===== src/rtl/victim_wb_buffer_pkg.sv =====
// Shared write-back buffer definitions for the dcache / victim cache path.
package victim_wb_buffer_pkg;

  localparam int DCACHE_LINE_WIDTH = 128;
  localparam int VICTIM_ADDR_BITS  = 28;
  localparam int WB_DEPTH          = 4;
  localparam int WB_PTR_BITS       = $clog2(WB_DEPTH);

  typedef struct packed {
    logic                         valid;
    logic [VICTIM_ADDR_BITS-1:0]  addr;
    logic [DCACHE_LINE_WIDTH-1:0] data;
  } wb_entry_t;

  typedef enum logic {
    WB_IDLE = 1'b0,
    WB_REQ  = 1'b1
  } wb_state_e;

endpackage


===== src/rtl/victim_wb_buffer_match.sv =====
// Parallel address compare against all buffer entries; reports a one-hot
// match vector and the index of the youngest matching entry (closest to tail).
module wb_addr_match #(
  parameter int ADDR_W = 28,
  parameter int DEPTH  = 4,
  parameter int PTR_W  = 2
) (
  input  logic [ADDR_W-1:0]            i_addr,
  input  logic [DEPTH-1:0]             i_valid,
  input  logic [DEPTH-1:0][ADDR_W-1:0] i_entry_addr,
  input  logic [PTR_W-1:0]             i_head,
  output logic [DEPTH-1:0]             o_match,
  output logic [PTR_W-1:0]             o_sel
);

  logic [PTR_W-1:0] w_idx;

  // Compare the address against every valid entry in parallel.
  always_comb begin
    o_match = '0;
    for (int i = 0; i < DEPTH; i++) begin
      o_match[i] = i_valid[i] & (i_entry_addr[i] == i_addr);
    end
  end

  // Walk oldest to youngest from head; the last match seen is the youngest.
  always_comb begin
    o_sel = '0;
    w_idx = '0;
    for (int k = 0; k < DEPTH; k++) begin
      w_idx = i_head + PTR_W'(k);
      if (o_match[w_idx]) o_sel = w_idx;
    end
  end

endmodule


===== src/rtl/victim_wb_buffer.sv =====
// Write-back buffer behind the victim cache: queues dirty lines, drains them
// to memory over req/ack, forwards still-queued lines, and supports flush.
module victim_wb_buffer #(
  parameter int DCACHE_LINE_WIDTH = victim_wb_buffer_pkg::DCACHE_LINE_WIDTH,
  parameter int VICTIM_ADDR_BITS  = victim_wb_buffer_pkg::VICTIM_ADDR_BITS,
  parameter int WB_DEPTH          = victim_wb_buffer_pkg::WB_DEPTH
) (
  input  logic                         clk,
  input  logic                         rst,
  input  logic                         flush_i,
  output logic                         flush_done_o,
  input  logic                         evict_valid_i,
  input  logic [VICTIM_ADDR_BITS-1:0]  evict_addr_i,
  input  logic [DCACHE_LINE_WIDTH-1:0] evict_data_i,
  output logic                         evict_ready_o,
  input  logic [VICTIM_ADDR_BITS-1:0]  lookup_addr_i,
  output logic                         lookup_hit_o,
  output logic [DCACHE_LINE_WIDTH-1:0] lookup_data_o,
  output logic                         mem_wr_req_o,
  output logic [VICTIM_ADDR_BITS-1:0]  mem_wr_addr_o,
  output logic [DCACHE_LINE_WIDTH-1:0] mem_wr_data_o,
  input  logic                         mem_wr_ack_i
);

  import victim_wb_buffer_pkg::*;

  localparam int PTR_W = $clog2(WB_DEPTH);
  localparam int CNT_W = PTR_W + 1;
  localparam logic [CNT_W-1:0] FULL_CNT = CNT_W'(WB_DEPTH);

  logic [WB_DEPTH-1:0]                       r_valid;
  logic [WB_DEPTH-1:0][VICTIM_ADDR_BITS-1:0] r_addr;
  logic [DCACHE_LINE_WIDTH-1:0]              r_data [WB_DEPTH];
  logic [PTR_W-1:0]                          r_head;
  logic [PTR_W-1:0]                          r_tail;
  logic [CNT_W-1:0]                          r_count;
  logic                                      r_flush_pending;
  wb_state_e                                 r_state;

  wb_state_e           w_state_nxt;
  logic                w_pop;
  logic                w_enq;
  logic                w_merge;
  logic                w_alloc;
  logic [WB_DEPTH-1:0] w_head_mask;
  logic [WB_DEPTH-1:0] w_lookup_match;
  logic [WB_DEPTH-1:0] w_merge_match;
  logic [PTR_W-1:0]    w_lookup_sel;
  logic [PTR_W-1:0]    w_merge_sel;

  // The head is frozen while its write is outstanding, so merges must skip it.
  assign w_head_mask = (r_state == WB_REQ) ? (WB_DEPTH'(1) << r_head) : '0;

  wb_addr_match #(.ADDR_W(VICTIM_ADDR_BITS), .DEPTH(WB_DEPTH), .PTR_W(PTR_W)) u_lookup_match (
    .i_addr       (lookup_addr_i),
    .i_valid      (r_valid),
    .i_entry_addr (r_addr),
    .i_head       (r_head),
    .o_match      (w_lookup_match),
    .o_sel        (w_lookup_sel)
  );

  wb_addr_match #(.ADDR_W(VICTIM_ADDR_BITS), .DEPTH(WB_DEPTH), .PTR_W(PTR_W)) u_merge_match (
    .i_addr       (evict_addr_i),
    .i_valid      (r_valid & ~w_head_mask),
    .i_entry_addr (r_addr),
    .i_head       (r_head),
    .o_match      (w_merge_match),
    .o_sel        (w_merge_sel)
  );

  assign evict_ready_o = (r_count < FULL_CNT) & ~r_flush_pending;
  assign w_enq         = evict_valid_i & evict_ready_o;
  assign w_merge       = w_enq & (|w_merge_match);
  assign w_alloc       = w_enq & ~(|w_merge_match);

  assign lookup_hit_o  = |w_lookup_match;
  assign lookup_data_o = lookup_hit_o ? r_data[w_lookup_sel] : '0;

  assign mem_wr_req_o  = (r_state == WB_REQ);
  assign mem_wr_addr_o = mem_wr_req_o ? r_addr[r_head] : '0;
  assign mem_wr_data_o = mem_wr_req_o ? r_data[r_head] : '0;

  assign flush_done_o  = r_flush_pending & (r_count == '0) & (r_state == WB_IDLE);

  // Drain FSM next state: request when anything is queued, pop on ack.
  always_comb begin
    w_state_nxt = r_state;
    w_pop       = 1'b0;
    unique case (r_state)
      WB_IDLE: if (r_count != '0) w_state_nxt = WB_REQ;
      WB_REQ: begin
        if (mem_wr_ack_i) begin
          w_pop       = 1'b1;
          w_state_nxt = WB_IDLE;
        end
      end
      default: w_state_nxt = WB_IDLE;
    endcase
  end

  // Drain FSM state register.
  always_ff @(posedge clk) begin
    if (!rst) r_state <= WB_IDLE;
    else      r_state <= w_state_nxt;
  end

  // Queue control: valid bits, pointers, occupancy and sticky flush request.
  always_ff @(posedge clk) begin
    if (!rst) begin
      r_valid         <= '0;
      r_head          <= '0;
      r_tail          <= '0;
      r_count         <= '0;
      r_flush_pending <= 1'b0;
    end else begin
      if (w_pop) begin
        r_valid[r_head] <= 1'b0;
        r_head          <= r_head + PTR_W'(1);
      end
      if (w_alloc) begin
        r_valid[r_tail] <= 1'b1;
        r_tail          <= r_tail + PTR_W'(1);
      end
      unique case ({w_alloc, w_pop})
        2'b10:   r_count <= r_count + CNT_W'(1);
        2'b01:   r_count <= r_count - CNT_W'(1);
        default: r_count <= r_count;
      endcase
      r_flush_pending <= flush_i | (r_flush_pending & ~flush_done_o);
    end
  end

  // Entry payload: new lines land at tail, merges only rewrite data.
  always_ff @(posedge clk) begin
    if (w_alloc) begin
      r_addr[r_tail] <= evict_addr_i;
      r_data[r_tail] <= evict_data_i;
    end else if (w_merge) begin
      r_data[w_merge_sel] <= evict_data_i;
    end
  end

endmodule

===== config.mk =====
export PLATFORM = sky130hd
export DESIGN_NAME = victim_wb_buffer
export DESIGN_NICKNAME = d
export VERILOG_FILES = /design/src/rtl/victim_wb_buffer_pkg.sv /design/src/rtl/victim_wb_buffer_match.sv /design/src/rtl/victim_wb_buffer.sv
export SDC_FILE = /design/constraint.sdc
export NUM_CORES = 1
export LEC_CHECK = 0
export ABC_AREA = 1
export BUFFER_PORTS_ARGS = -buffer_cell sky130_fd_sc_hd__buf_2
export CAP_MARGIN = 15
export CELL_PAD_IN_SITES_DETAIL_PLACEMENT = 1
export CELL_PAD_IN_SITES_GLOBAL_PLACEMENT = 1
export CORE_MARGIN = 2
export CORE_UTILIZATION = 45
export DETAILED_ROUTE_END_ITERATION = 8
export PLACE_DENSITY = 0.8
export SYNTH_ARGS = -nofsm -noshare
export SYNTH_HDL_FRONTEND = slang
export SYNTH_SLANG_ARGS = --single-unit

===== constraint.sdc =====
create_clock -name clk -period 10.3 [get_ports clk]
set_input_delay 2.06 -clock clk [delete_from_list [all_inputs] [get_ports clk]]
set_output_delay 2.06 -clock clk [all_outputs]
set_load 0.03 [all_outputs]

==> flow_metrics.py, run 1 <==
metrics = {
    "layout": {
        "final_util_pct": 51.8,
        "multi_input_area_sq_um": 14900,
        "area_growth_pct": 13.6,
        "layout.nets": 4894,
        "seq_area_sq_um": 19000,
        "layout-drive-gt1-share_pct": 20.6,
        "fillers": 9978,
    },
    "die": {
        "core_sq_um": 83800,
        "die-area_sq_um": 87300,
        "die_x_um": 295,
        "die_h_um": 295,
        "start_util_pct": 45.6,
        "rows": 106,
        "io-pin-count": 477,
    },
    "clock_tree": {
        "postCtsSetupBuffers": 0,
        "cts_buffers": 74,
        "cts_hold_buf": 0,
        "cts_max_level": 3,
        "clkSinkCount": 639,
        "clkTransAtPathRegs_ns": 0.06,
        "cts_tree": "built",
        "cts_buffer_depth": 3,
        "clk_latency_ns": 0.65,
        "root_buffer": "clkbuf_16",
        "cts_resized": 0,
    },
    "worst_setup_path": {
        "worstSetupEndpointType": "output pin",
        "path_buf_inv": 5,
        "worst-setup-path-type": "input port to output pin",
        "cp_slowest_cell": "nand2_8",
        "critPathRequiredTime_ns": 8.24,
        "rr_worst_depth": 20,
        "r2r_slack_ns": 5.62,
        "critPathMaxStageDelay_ns": 0.82,
        "critical_path.max_fanout": 131,
        "rr_endpoint": "r_data[0][38]$_DFFE_PP_",
        "worstSetupStartpointType": "input port",
        "cpLargestDelayFamily": "simple AND/OR/NAND/NOR gates",
        "r2r-start": "r_head[0]$_SDFFE_PN0P_",
        "arrival_ns": 6.49,
        "worstPathCellList": "buf_2 > inv_2 > nand2_1 > nand2_1 > a21oi_1 > nand3_1 > nor2_1 > nand3_1 > nand2_2 > nand2_2 > nand2_2 > inv_2 > nand2_4 > nand2_4 > nand2_8 > nand2_8 > buf_4 > nand2_4 > nand3_2 > a21oi_2 > buf_2",
    },
    "worst_hold_path": {
        "hold_class": "register to register",
        "hold_path_end": "r_tail[0]$_SDFFE_PN0P_",
        "whs_path_depth": 1,
        "min_from": "r_tail[0]$_SDFFE_PN0P_",
    },
    "pwr": {
        "p_leak_nw": 19.4,
        "pwr_density_cell_nw_per_um2": 197,
        "ir_worst_vdd_v": 0.000150,
    },
    "yosys": {
        "synthFlopType": "edfxtp_1",
        "syn_area_per_cell_sq_um": 8.71,
        "ys_async_sr_fraction_pct": 0,
        "netlist_instances": 4385,
        "synth_top_area_share_pct": 49.0,
        "synth_edf_count": 624,
        "synth-seq-cells": 639,
        "syn-num-nets": 4584,
        "synth.area.top_cells": "edfxtp_1 49%, inv_1 6.9%, a21oi_1 6.8%",
        "synth_area_sq_um": 38200,
        "yosys_warnings": 0,
        "ys_seq_area_share_pct": 49.8,
        "yosys.area.top_type": "edfxtp_1",
        "yosys-top-cells-count": "700 x inv_1, 684 x nand2_1, 624 x edfxtp_1",
        "synth.most_common_cell": "inv_1",
        "synth_cell_types": 43,
    },
    "placed_design": {
        "gp_congestion": 1.04,
        "hpwl_um": 104000,
        "portBuffers": 476,
    },
    "global_route": {
        "grt_usage_pct": 34.5,
        "antenna_found_initial": 34,
        "grt_pass1_wl_um": 224000,
        "grt_max_degree": 193,
        "grt_pass1_vias": 34700,
        "grt-ovfl-total": 0,
    },
    "sta": {
        "finalSetupViolCount": 0,
        "setup_tns_ns": 0,
        "hold_viol": 0,
        "hold-worst-slack_ns": 0.533,
        "fin_skew_ns": 0.0322,
        "fin_crit_ns": 8.55,
        "tightest_slew_ns": 1.21,
        "finalCritPeriodShare_pct": 83.1,
        "rsz0062_at_grt": "false",
        "drv_slew": 0,
        "max_freq_ghz": 0.117,
        "slew_headroom_pct": 19.0,
    },
    "run_status": {
        "status": "finished clean",
    },
    "detailed_routing": {
        "wl_um": 154000,
        "dr_total_vias": 34300,
        "drt_iter0_drc": 3317,
        "wl_per_cell_um": 26.1,
        "routed_via_density": 5.80,
        "dr.pass1.iters": 6,
        "route.detailed.drc": 0,
        "ant_nets": 0,
    },
    "run": {
        "max-cap-violations": 0,
    },
}
stage by stage:
step                instance area, sq um  power [mW]  setup slack, ns  cells
global placement                   40900        5.74             1.85   5753
detailed placement                 40900        5.81             1.82   5753
floorplan                          38200        5.03            0.906   4385
CTS                                43400        8.52             1.80   5888
finish                             43400        8.53             1.75   5911
global route                       43400        8.84             1.50   5904
cells by family after synthesis:
kind of cell               synth area share, %
AOI/OAI and AO/OA                         13.5
xor gates and xnor gates                  2.61
adders and majority gates                0.347
buffers and inverters                     11.3
DFF                                       49.8
and+or+nand+nor                           22.4
placed cells by master (no fill, tap or decap), types with 5 or more instances in the layout:
master,instances
nand2_2,6
clkbuf_16,75
xor2_1,38
nand4_1,50
nand3_1,484
edfxtp_1,624
and2_1,5
nor3b_1,9
buf_2,476
nor2_1,177
nor4_1,7
inv_2,29
clkinv_2,12
xnor2_1,76
or2_2,5
a21oi_1,516
clkinv_1,17
nor3_1,7
buf_4,25
inv_6,7
nand2_4,103
buf_12,8
diode_2,23
nor2b_1,5
o21ai_0,331
nand2_1,683
bufinv_16,9
ha_1,9
nand3b_1,8
nand3_2,100
clkbuf_1,16
a21oi_2,100
inv_1,691
dfxtp_1,12
worst reg2reg max path, cell delays in order (launching register included):
cell and delay (ns):
dfxtp_2 0.38, buf_4 0.39, ha_1 0.35, a21oi_1 0.23, nand2_1 0.08, nor2_1 0.16, nand3_1 0.09, nor2_1 0.21
nand3_1 0.13, nand2_1 0.09, nand2_1 0.05, nand2_1 0.09, inv_1 0.04, nand2_1 0.08, nand3_1 0.07, nand2_1 0.09
inv_1 0.04, nand2_1 0.07, nand3_1 0.18, nor2_4 0.64, buf_12 0.62
final cells by class:
cell class / instances / area share [%]
inverter: 732 / 6.40
multi-input combinational: 2739 / 34.3
tap: 1134 / 3.27
clock inverter: 44 / 1.24
clock buffer: 91 / 4.46
antenna: 23 / 0.133
timing repair buffer: 509 / 6.29
sequential: 639 / 43.9
state kept, by name (all words and copies together), names as in the netlist, named ones only:
name,cells
mem_wr_req_o,1
r_count,3
r_flush_pending,1
r_addr,112
r_valid,4
r_data,512
r_head,2
r_tail,2
worst max path at each step:
stage / from / to / slack, ns / cells past startpoint
floorplan: evict_addr_i[24] / r_data[1][0]$_DFFE_PP_ / 0.91 / 12
global placement: lookup_addr_i[16] / lookup_data_o[76] / 1.85 / 20
detailed placement: lookup_addr_i[16] / lookup_data_o[79] / 1.82 / 20
CTS: lookup_addr_i[16] / lookup_data_o[10] / 1.80 / 20
global route: lookup_addr_i[2] / lookup_data_o[10] / 1.50 / 21
finish: lookup_addr_i[2] / lookup_data_o[10] / 1.75 / 21
routing by layer:
| metal | part of all wire, % | routed length [um] | up-vias | track usage, % |
|---|---|---|---|---|
| li1 | - | - | 15200 | - |
| met1 | 40 | 62500 | 17100 | 45.5 |
| met5 | 0.12 | 179 | - | 0 |
| met2 | 47 | 72500 | 1605 | 56.2 |
| met4 | 4.0 | 6150 | 26 | 13.4 |
| met3 | 8.5 | 13100 | 337 | 6.44 |
power breakdown:
group          total [mW]  switching [mW]  internal [mW]
clock                2.73            1.15           1.58
sequential           3.14           0.103           3.03
combinational        2.67            2.00          0.673
total                8.53            3.25           5.29
Note: power is estimated with default switching activity, not from simulation.
==> inputs of run 2 (changes only) <==
==> constraint.sdc (replaced) <==
create_clock -name clk -period 7.9 [get_ports clk]
set_input_delay 1.58 -clock clk [delete_from_list [all_inputs] [get_ports clk]]
set_output_delay 1.58 -clock clk [all_outputs]
set_load 0.03 [all_outputs]
==> run 2 against run 1 <==
Effect of this change: utilization is 0.063 points higher; non-clock buffer count is 10 higher; sequential cell count is the same; hold slack got worse by 0.044 ns; combinational power is 30% higher; final area rose by 0.12%; sequential power grew 30%; final cell count rose by 0.12%; wire length decreased by 1.9%; critical path type unchanged; highest routed layer unchanged.
==> flow_metrics.py, run 2 (synthesized netlist as in run 1, its figures left out) <==
metrics = {
    "layout": {
        "layout-drive-gt1-share_pct": 20.8,
        "final_util_pct": 51.9,
        "area_growth_pct": 13.7,
        "fin_cells": 5918,
        "final_cell_mix": "691 x inv_1, 683 x nand2_1, 624 x edfxtp_1, 516 x a21oi_1, 484 x nand3_1",
        "layout.nets": 4904,
        "layout_commonest_cell": "inv_1",
        "largest_register": "r_data",
        "largest_register_ffs": 512,
        "top_regs": "r_data (512), r_addr (112), r_valid (4)",
    },
    "placed_design": {
        "pre_cts_ws_ns": 1.00,
        "dp_cells": 5763,
        "gp_congestion": 1.04,
        "portBuffers": 476,
        "hpwl_um": 103000,
    },
    "sta": {
        "rsz0062_at_grt": "false",
        "slew_headroom_pct": 18.0,
        "hold-worst-slack_ns": 0.489,
        "hold_viol": 0,
        "setup_tns_ns": 0,
        "finalSetupViolCount": 0,
        "fin_skew_ns": 0.0419,
        "tightest_slew_ns": 1.23,
        "worst_slack_ns": 0.903,
        "drv_slew": 0,
        "finalCritPeriodShare_pct": 88.6,
        "max_freq_ghz": 0.143,
        "fin_crit_ns": 7.00,
    },
    "pwr": {
        "power.internal_mw": 6.78,
        "combPwrFrac_pct": 31.7,
        "p_leak_nw": 19.4,
        "p_clk_share_pct": 31.1,
        "seqPwrFrac_pct": 37.2,
        "pwr_density_cell_nw_per_um2": 252,
        "swShare_pct": 38.1,
        "ir_worst_vdd_v": 0.000279,
        "p_switching_mw": 4.18,
    },
    "worst_setup_path": {
        "critPathMaxStageDelay_ns": 0.52,
        "critPathRequiredTime_ns": 6.32,
        "critical_path.max_fanout": 89,
        "rr_worst_depth": 15,
        "arrival_ns": 5.42,
        "cp_slowest_cell": "xnor2_1",
        "cp-startpoint": "lookup_addr_i[16]",
        "worstSetupEndpointType": "output pin",
        "r2r-start": "r_head[0]$_SDFFE_PN0P_",
        "worst-setup-path-type": "input port to output pin",
        "worstSetupStartpointType": "input port",
        "worstPathCellList": "buf_2 > xnor2_1 > nand2_1 > nor2_1 > nand2_1 > nor2_1 > nand3_1 > nand2_2 > nand2_2 > nand2_2 > inv_2 > nand2_4 > nand3_4 > buf_12 > buf_4 > nand3_1 > nand3_1 > a21oi_1 > buf_2",
    },
    "clock_tree": {
        "clkTransAtPathRegs_ns": 0.06,
        "cts_hold_buf": 0,
        "clk_latency_ns": 0.64,
        "cts_buffer_depth": 3,
        "postCtsSetupBuffers": 0,
        "root_buffer": "clkbuf_16",
        "cts_buffers": 74,
        "cts_max_level": 3,
        "cts_resized": 0,
        "cts_tree": "built",
        "clkSinkCount": 639,
    },
    "die": {
        "die_x_um": 295,
        "die-area_sq_um": 87300,
        "core_sq_um": 83800,
        "io-pin-count": 477,
        "start_util_pct": 45.6,
        "die_h_um": 295,
        "rows": 106,
    },
    "run_status": {
        "status": "finished clean",
    },
    "global_route": {
        "grt_max_degree": 221,
        "grt_pass1_vias": 34200,
        "antenna_found_initial": 27,
        "grt_usage_pct": 34.0,
        "grt_pass1_wl_um": 220000,
        "grt-ovfl-total": 0,
    },
    "detailed_routing": {
        "top_layer": "met5",
        "wl_um": 151000,
        "m1WireLength_um": 62600,
        "route.detailed.drc": 0,
        "wl_met2_um": 70700,
        "wl_met3_um": 11800,
        "dr.pass1.iters": 5,
        "ant_nets": 0,
        "wl_per_cell_um": 25.6,
        "routed_via_density": 5.69,
        "drt_iter0_drc": 3037,
        "dr_total_vias": 33700,
    },
    "worst_hold_path": {
        "hold_class": "register to register",
        "whs_path_depth": 2,
        "min_from": "r_count[2]$_SDFFE_PN0P_",
    },
    "run": {
        "max-cap-violations": 0,
    },
}
## run 2: path summary, 6_finish.rpt
check / end / slack [ns]
worst max-delay path: lookup_data_o[3] / 0.90
worst min-delay path: r_count[2]$_SDFFE_PN0P_ / 0.49
worst max register to register: r_data[1][30]$_DFFE_PP_ / 2.89
worst min register to register: r_count[2]$_SDFFE_PN0P_ / 0.49
## run 2: metal layers
layer / global-route usage, % / vias to the layer above
met5: 0 / -
met4: 13.8 / 18
met3: 5.88 / 320
met2: 55.1 / 1398
met1: 45.2 / 16700
li1: - / 15300
## run 2: per-stage QoR
| step | power (mW) | cell area, sq um |
|---|---|---|
| after CTS | 11.0 | 43400 |
| after floorplan | 6.56 | 38200 |
| after detailed placement | 7.58 | 41000 |
| after global routing | 11.4 | 43500 |
| after global placement | 7.50 | 41000 |
| final | 11.0 | 43500 |
## run 2: worst max-delay path: cells and delay by family
family	cells	cell delay [ns]
AND/OR/NAND/NOR	12	1.74
AO/OA/AOI/OAI	1	0.29
XOR/XNOR	1	0.52
buffers and inverters	5	1.15
## run 2: area by class of cell
class / instances / area [sq um]
Clock buffer: 87 / 1940
Sequential cell: 639 / 19000
Antenna cell: 19 / 47.5
Tap cell: 1134 / 1420
Fill cell: 9956 / 40400
Timing Repair Buffer: 519 / 2870
Multi-Input combinational cell: 2739 / 14900
Inverter: 732 / 2780
Clock inverter: 49 / 457
## run 2: power groups by stage
stage / sequential [mW] / combinational, mW / clock (mW)
6_report: 4.08 / 3.48 / 3.41
3_3_place_gp: 4.13 / 3.37 / 0
5_1_grt: 4.09 / 3.72 / 3.58
2_1_floorplan: 4.12 / 2.43 / 0
3_5_place_dp: 4.14 / 3.44 / 0
4_1_cts: 4.07 / 3.46 / 3.46
